`src/rtl/mem_arb_pkg.sv`:
```
// Shared types for the memory-port arbiter: FSM states, requester ids and
// counter sizing for the access sequencer.
package mem_arb_pkg;

    typedef enum logic [1:0] {
        IDLE,
        ACCESS,
        RESP
    } state_t;

    typedef enum logic {
        REQ_IF,
        REQ_LS
    } req_id_t;

    localparam int MEM_LAT_DEF = 1;
    localparam int CNT_W_DEF   = $clog2(MEM_LAT_DEF + 1);

    function automatic int cnt_w(input int lat);
        return (lat < 1) ? 1 : $clog2(lat + 1);
    endfunction

endpackage

```
`src/rtl/rr_arb2.sv`:
```
// Two-input round-robin grant: a tie goes to the requester that did not
// win last time; a lone request always wins.
module rr_arb2
    import mem_arb_pkg::*;
(
    input  logic       valid0,
    input  logic       valid1,
    input  logic       last_grant,
    output logic [1:0] grant
);

    logic last_ls;

    assign last_ls = (last_grant == REQ_LS);

    always_comb begin
        grant = 2'b00;
        unique case (1'b1)
            valid0 && !valid1:           grant = 2'b01;
            !valid0 && valid1:           grant = 2'b10;
            valid0 && valid1 && last_ls:  grant = 2'b01;
            valid0 && valid1 && !last_ls: grant = 2'b10;
            default:                     grant = 2'b00;
        endcase
    end

endmodule

```
`src/rtl/mem_arbiter.sv`:
```
// Fetch / load-store arbiter and sequencer for the shared memory port.
// Optional MEM_ARB_ALIGN_CHK_EN: misaligned word access returns resp_err.
module mem_arbiter
    import mem_arb_pkg::*;
#(
    parameter int WIDTH   = 32,
    parameter int DEPTH   = 16,
    parameter int MEM_LAT = 1
) (
    input  logic             clk,
    input  logic             rst,
    input  logic             if_req_valid,
    input  logic [DEPTH-1:0] if_req_addr,
    output logic             if_req_ready,
    output logic             if_resp_valid,
    input  logic             ls_req_valid,
    input  logic             ls_req_we,
    input  logic [DEPTH-1:0] ls_req_addr,
    input  logic [WIDTH-1:0] ls_req_wdata,
    output logic             ls_req_ready,
    output logic             ls_resp_valid,
    output logic [WIDTH-1:0] resp_rdata,
    output logic             resp_err,
    output logic [DEPTH-1:0] mem_addr,
    output logic [WIDTH-1:0] mem_data_in,
    output logic             mem_rd,
    output logic             mem_wr,
    input  logic [WIDTH-1:0] mem_data_out
);

    localparam int CW = cnt_w(MEM_LAT);
    localparam logic [CW-1:0] CNT_INIT = CW'(MEM_LAT - 1);

    state_t           state_q;
    state_t           state_d;
    req_id_t          last_q;
    req_id_t          owner_q;
    logic             we_q;
    logic [DEPTH-1:0] addr_q;
    logic [WIDTH-1:0] wdata_q;
    logic [WIDTH-1:0] rdata_q;
    logic [CW-1:0]    cnt_q;
    logic [1:0]       gnt;
    logic             take;
    logic             misalign;
    logic [DEPTH-1:0] gnt_addr;

    rr_arb2 u_arb (
        .valid0     (if_req_valid),
        .valid1     (ls_req_valid),
        .last_grant (last_q),
        .grant      (gnt)
    );

    assign take     = !rst && (state_q == IDLE) && (gnt != 2'b00);
    assign gnt_addr = gnt[1] ? ls_req_addr : if_req_addr;

`ifdef MEM_ARB_ALIGN_CHK_EN
    logic err_q;

    assign misalign = (gnt_addr[1:0] != 2'b00);
    assign resp_err = err_q && (if_resp_valid || ls_resp_valid);
`else
    assign misalign = 1'b0;
    assign resp_err = 1'b0;
`endif

    assign mem_addr    = addr_q;
    assign mem_data_in = wdata_q;
    assign resp_rdata  = rdata_q;

    // Every strobe is gated by rst so an aborted transfer emits nothing.
    always_comb begin
        state_d       = state_q;
        if_req_ready  = 1'b0;
        ls_req_ready  = 1'b0;
        if_resp_valid = 1'b0;
        ls_resp_valid = 1'b0;
        mem_rd        = 1'b0;
        mem_wr        = 1'b0;
        if (!rst) begin
            unique case (state_q)
                IDLE: begin
                    if (gnt != 2'b00) begin
                        if_req_ready = gnt[0];
                        ls_req_ready = gnt[1];
                        state_d      = misalign ? RESP : ACCESS;
                    end
                end
                ACCESS: begin
                    mem_rd = !we_q;
                    mem_wr = we_q && (cnt_q == '0);
                    if (cnt_q == '0) begin
                        state_d = RESP;
                    end
                end
                RESP: begin
                    if_resp_valid = (owner_q == REQ_IF);
                    ls_resp_valid = (owner_q == REQ_LS);
                    state_d       = IDLE;
                end
                default: state_d = IDLE;
            endcase
        end
    end

    always_ff @(posedge clk) begin
        if (rst) begin
            state_q <= IDLE;
            last_q  <= REQ_LS;
            owner_q <= REQ_IF;
            we_q    <= 1'b0;
            addr_q  <= '0;
            wdata_q <= '0;
            rdata_q <= '0;
            cnt_q   <= '0;
        end else begin
            state_q <= state_d;
            if (take) begin
                owner_q <= gnt[1] ? REQ_LS : REQ_IF;
                last_q  <= gnt[1] ? REQ_LS : REQ_IF;
                we_q    <= gnt[1] && ls_req_we;
                addr_q  <= gnt_addr;
                wdata_q <= gnt[1] ? ls_req_wdata : '0;
                cnt_q   <= CNT_INIT;
                if (misalign) begin
                    rdata_q <= '0;
                end
            end
            if (state_q == ACCESS) begin
                if (cnt_q != '0) begin
                    cnt_q <= cnt_q - CW'(1);
                end else begin
                    rdata_q <= we_q ? '0 : mem_data_out;
                end
            end
        end
    end

`ifdef MEM_ARB_ALIGN_CHK_EN
    always_ff @(posedge clk) begin
        if (rst) begin
            err_q <= 1'b0;
        end else if (take) begin
            err_q <= misalign;
        end
    end
`endif

endmodule

```
`config.mk`:
```
export PLATFORM = sky130hd
export DESIGN_NAME = mem_arbiter
export DESIGN_NICKNAME = d
export VERILOG_FILES = /design/src/rtl/mem_arb_pkg.sv /design/src/rtl/rr_arb2.sv /design/src/rtl/mem_arbiter.sv
export SDC_FILE = /design/constraint.sdc
export NUM_CORES = 1
export LEC_CHECK = 0
export ABC_AREA = 1
export CAP_MARGIN = 20
export CORE_UTILIZATION = 45
export CTS_BUF_LIST = sky130_fd_sc_hd__clkbuf_4
export DETAILED_ROUTE_END_ITERATION = 7
export PLACE_DENSITY_LB_ADDON = 0.25
export REMOVE_ABC_BUFFERS = 1
export SYNTH_ARGS = -nofsm -noshare
export SYNTH_HDL_FRONTEND = slang
export SYNTH_SLANG_ARGS = --single-unit
```
`constraint.sdc`:
```
create_clock -name clk -period 2.2 [get_ports clk]
set_clock_uncertainty 0.2 [all_clocks]
set_input_delay 0.44 -clock clk [delete_from_list [all_inputs] [get_ports clk]]
set_output_delay 0.44 -clock clk [all_outputs]
set_load 0.1 [all_outputs]
```
==> results of run 1 <==
routing by layer:
| layer | up-vias | routed length (um) |
|---|---|---|
| met5 | - | 0 |
| met4 | 0 | 172 |
| met3 | 12 | 722 |
| met2 | 136 | 5220 |
| met1 | 1881 | 4610 |
| li1 | 2056 | - |
per-stage QoR:
stage	instances	setup slack, ns	total power [mW]	util, %
floorplan	512	-1.76	3.10	-
global placement	824	-0.115	3.65	68.4
detailed placement	824	-0.116	3.68	68.4
CTS	841	0.0124	4.44	69.9
global route	841	-0.0235	4.61	70.0
finish	841	0.0827	4.40	70.0
state kept, by name (all words and copies together) (netlist names):
name and cells:
last_q 1, mem_data_in 32, owner_q 1, mem_addr 16
cnt_q 1, resp_rdata 32, we_q 1, state_q 2
layout by cell type, fill, tap and decap left out, drive strengths merged:
cell             n
nand2          206
buf            108
clkdlybuf4s50   97
dfxtp           86
inv             75
o21ai           57
nand3           43
a21oi           25
clkbuf          11
nand4            9
nor2             6
clkinv           4
nor4             2
clkinvlp         2
dlygate4sd2      2
nor3             1
conb             1
dlymetal6s2s     1
kinds of logic (layout without fill, tap and decap cells):
logic type	after synthesis	in the layout	synth area share, %
other	1	1	0.0993
buffers and inverters	113	300	13.1
and+or+nand+nor	267	267	30.4
DFF	86	86	45.6
AOI/OAI and AO/OA	82	82	10.9
final timing paths:
check                    to  slack, ns  cells past startpoint
max reg2reg            we_q       0.50                      6
min          resp_rdata[23]       0.27                      2
max           ls_resp_valid       0.08                      3
min reg2reg  resp_rdata[23]       0.27                      2
cell type report:
type | count | area (sq um)
Clock buffer | 11 | 82.6
Sequential cell | 86 | 1720
Inverter | 76 | 285
Tap cell | 105 | 131
Multi-Input combinational cell | 350 | 1580
Clock inverter | 5 | 26.3
Fill cell | 697 | 2450
Timing Repair Buffer | 208 | 1900
synthesized netlist by cell type (all sizes together):
cell    instances
inv            75
nand2         206
nor4            2
nor3            1
nor2            6
a21oi          25
dfxtp          86
clkinv          1
nand4           9
nand3          43
o21ai          57
buf            27
clkbuf         10
conb            1
repair_timing:
action,CTS,global route
setup endpoints to repair,6,5
setup buffers,1,0
resized for setup,5,4
report_power, final:
part | internal (mW) | leakage [nW] | switching, mW
clock | 0.248 | 0.0556 | 0.502
combinational | 0.499 | 2.20 | 1.38
sequential | 1.69 | 0.706 | 0.0817
total | 2.44 | 2.97 | 1.96
worst max-delay path: stages (launching register included):
cell,delay (ns)
dfxtp_1,0.50
nand2_1,0.14
nor2_1,0.24
buf_12,0.21
==> flow_metrics.tcl, run 1 <==
set metrics [dict create \
    start_util_pct 46.2 \
    ir_drop_v 0.000452 \
    maxCapViolCount 0 \
    antenna_found_initial 0 \
    core_sq_mm 0.00818 \
    drt_iter0_markers 146 \
    tightest_slew_ns 0.509 \
    fin_crit_sh_pct 96.2 \
    cts_buffer_depth 2 \
    antenna_cells 0 \
    status "complete, no violations" \
    yosys_warnings 0 \
    cts_tree "yes" \
    met2_usage_pct 41.6 \
    setup_tns_ns 0 \
    grt_overflow 0 \
    grt_pass1_vias 3673 \
    hp-start "resp_rdata[23]" \
    synth_top_cell_by_area "dfxtp_1" \
    post-route-min-period_ns 2.12 \
    ys_ff_latch 86 \
    insertion_delay_ns 0.39 \
    leakage_nw 2.97 \
    post_dp_cell_area_sq_mm 0.00559 \
    drc 0 \
    syn_avg_cell_area_sq_um 6.88 \
    hpwl_mm 7.58 \
    syn-cell-area_sq_mm 0.00378 \
    startpoint_type "flop" \
    drt-wirelength-per-cell_um 12.8 \
    synthCells 549 \
    grt_start_max_net_pins 51 \
    synth_top_area_share_pct 45.6 \
    use_met1_pct 29.4 \
    grt_first_pass_wirelength_mm 16.8 \
    die_area_sq_mm 0.00876 \
    grt_util_all_layers_pct 24.1 \
    io_pins 188 \
    clock-root-buffer "clkbuf_4" \
    crit_fanout 4 \
    crit_start "state_q[1]" \
    cts_buffers 9 \
    finalMaxSlewViolations 0 \
    ys_types 24 \
    slew_headroom_pct 66.1 \
    cts.clk_slew.worst_paths_ns 0.11 \
    firstDrtPassIters 4 \
    drive_above_1_share_pct 19.2 \
    setup_viol 0 \
    required_ns 1.56 \
    min_path_type "reg -> reg" \
    cts_hold_buffers 0 \
    final_nets 832 \
    fmax_mhz 472 \
    htree_levels 3 \
    setup.worst_path.end_class "output port" \
    holdWs_ns 0.273 \
    die_y_um 93.6 \
    avgViaCountPerCell 4.86 \
    std_cell_rows 33 \
    yosysSeqAreaShare_pct 45.6 \
    hold_violations 0 \
    gp_congestion 0.771 \
    finalWirelength_mm 10.7 \
    critPathArrivalTime_ns 1.48 \
    met3_usage_pct 5.37 \
    r2r-start "state_q[1]" \
    ant_nets 0 \
    grt_setup_unrepaired "true" \
    syn2layout_area_growth_pct 51.5 \
    clock_sinks 86 \
    p_per_area_mw_per_mm2 769 \
    synth_area_leaders "dfxtp_1, nand2_1, inv_1, nand3_1, o21ai_0" \
    die-width_um 93.6 \
    vias 4085 \
    final_area_sq_mm 0.00572 \
    worstSetupPathType "reg -> out" \
    numPortBuffers 186 \
    grt_busiest_layer "met2" \
]
Note: power is estimated with default switching activity, not from simulation.
==> inputs of run 2 (changes only) <==
--- a/config.mk
+++ b/config.mk
@@ -10,6 +10,7 @@
 export CORE_UTILIZATION = 45
 export CTS_BUF_LIST = sky130_fd_sc_hd__clkbuf_4
 export DETAILED_ROUTE_END_ITERATION = 7
+export GPL_ROUTABILITY_DRIVEN = 0
 export PLACE_DENSITY_LB_ADDON = 0.25
 export REMOVE_ABC_BUFFERS = 1
 export SYNTH_ARGS = -nofsm -noshare
==> results of run 2 <==
Same layout as run 1: the final DEF is identical, and so are final timing and power.
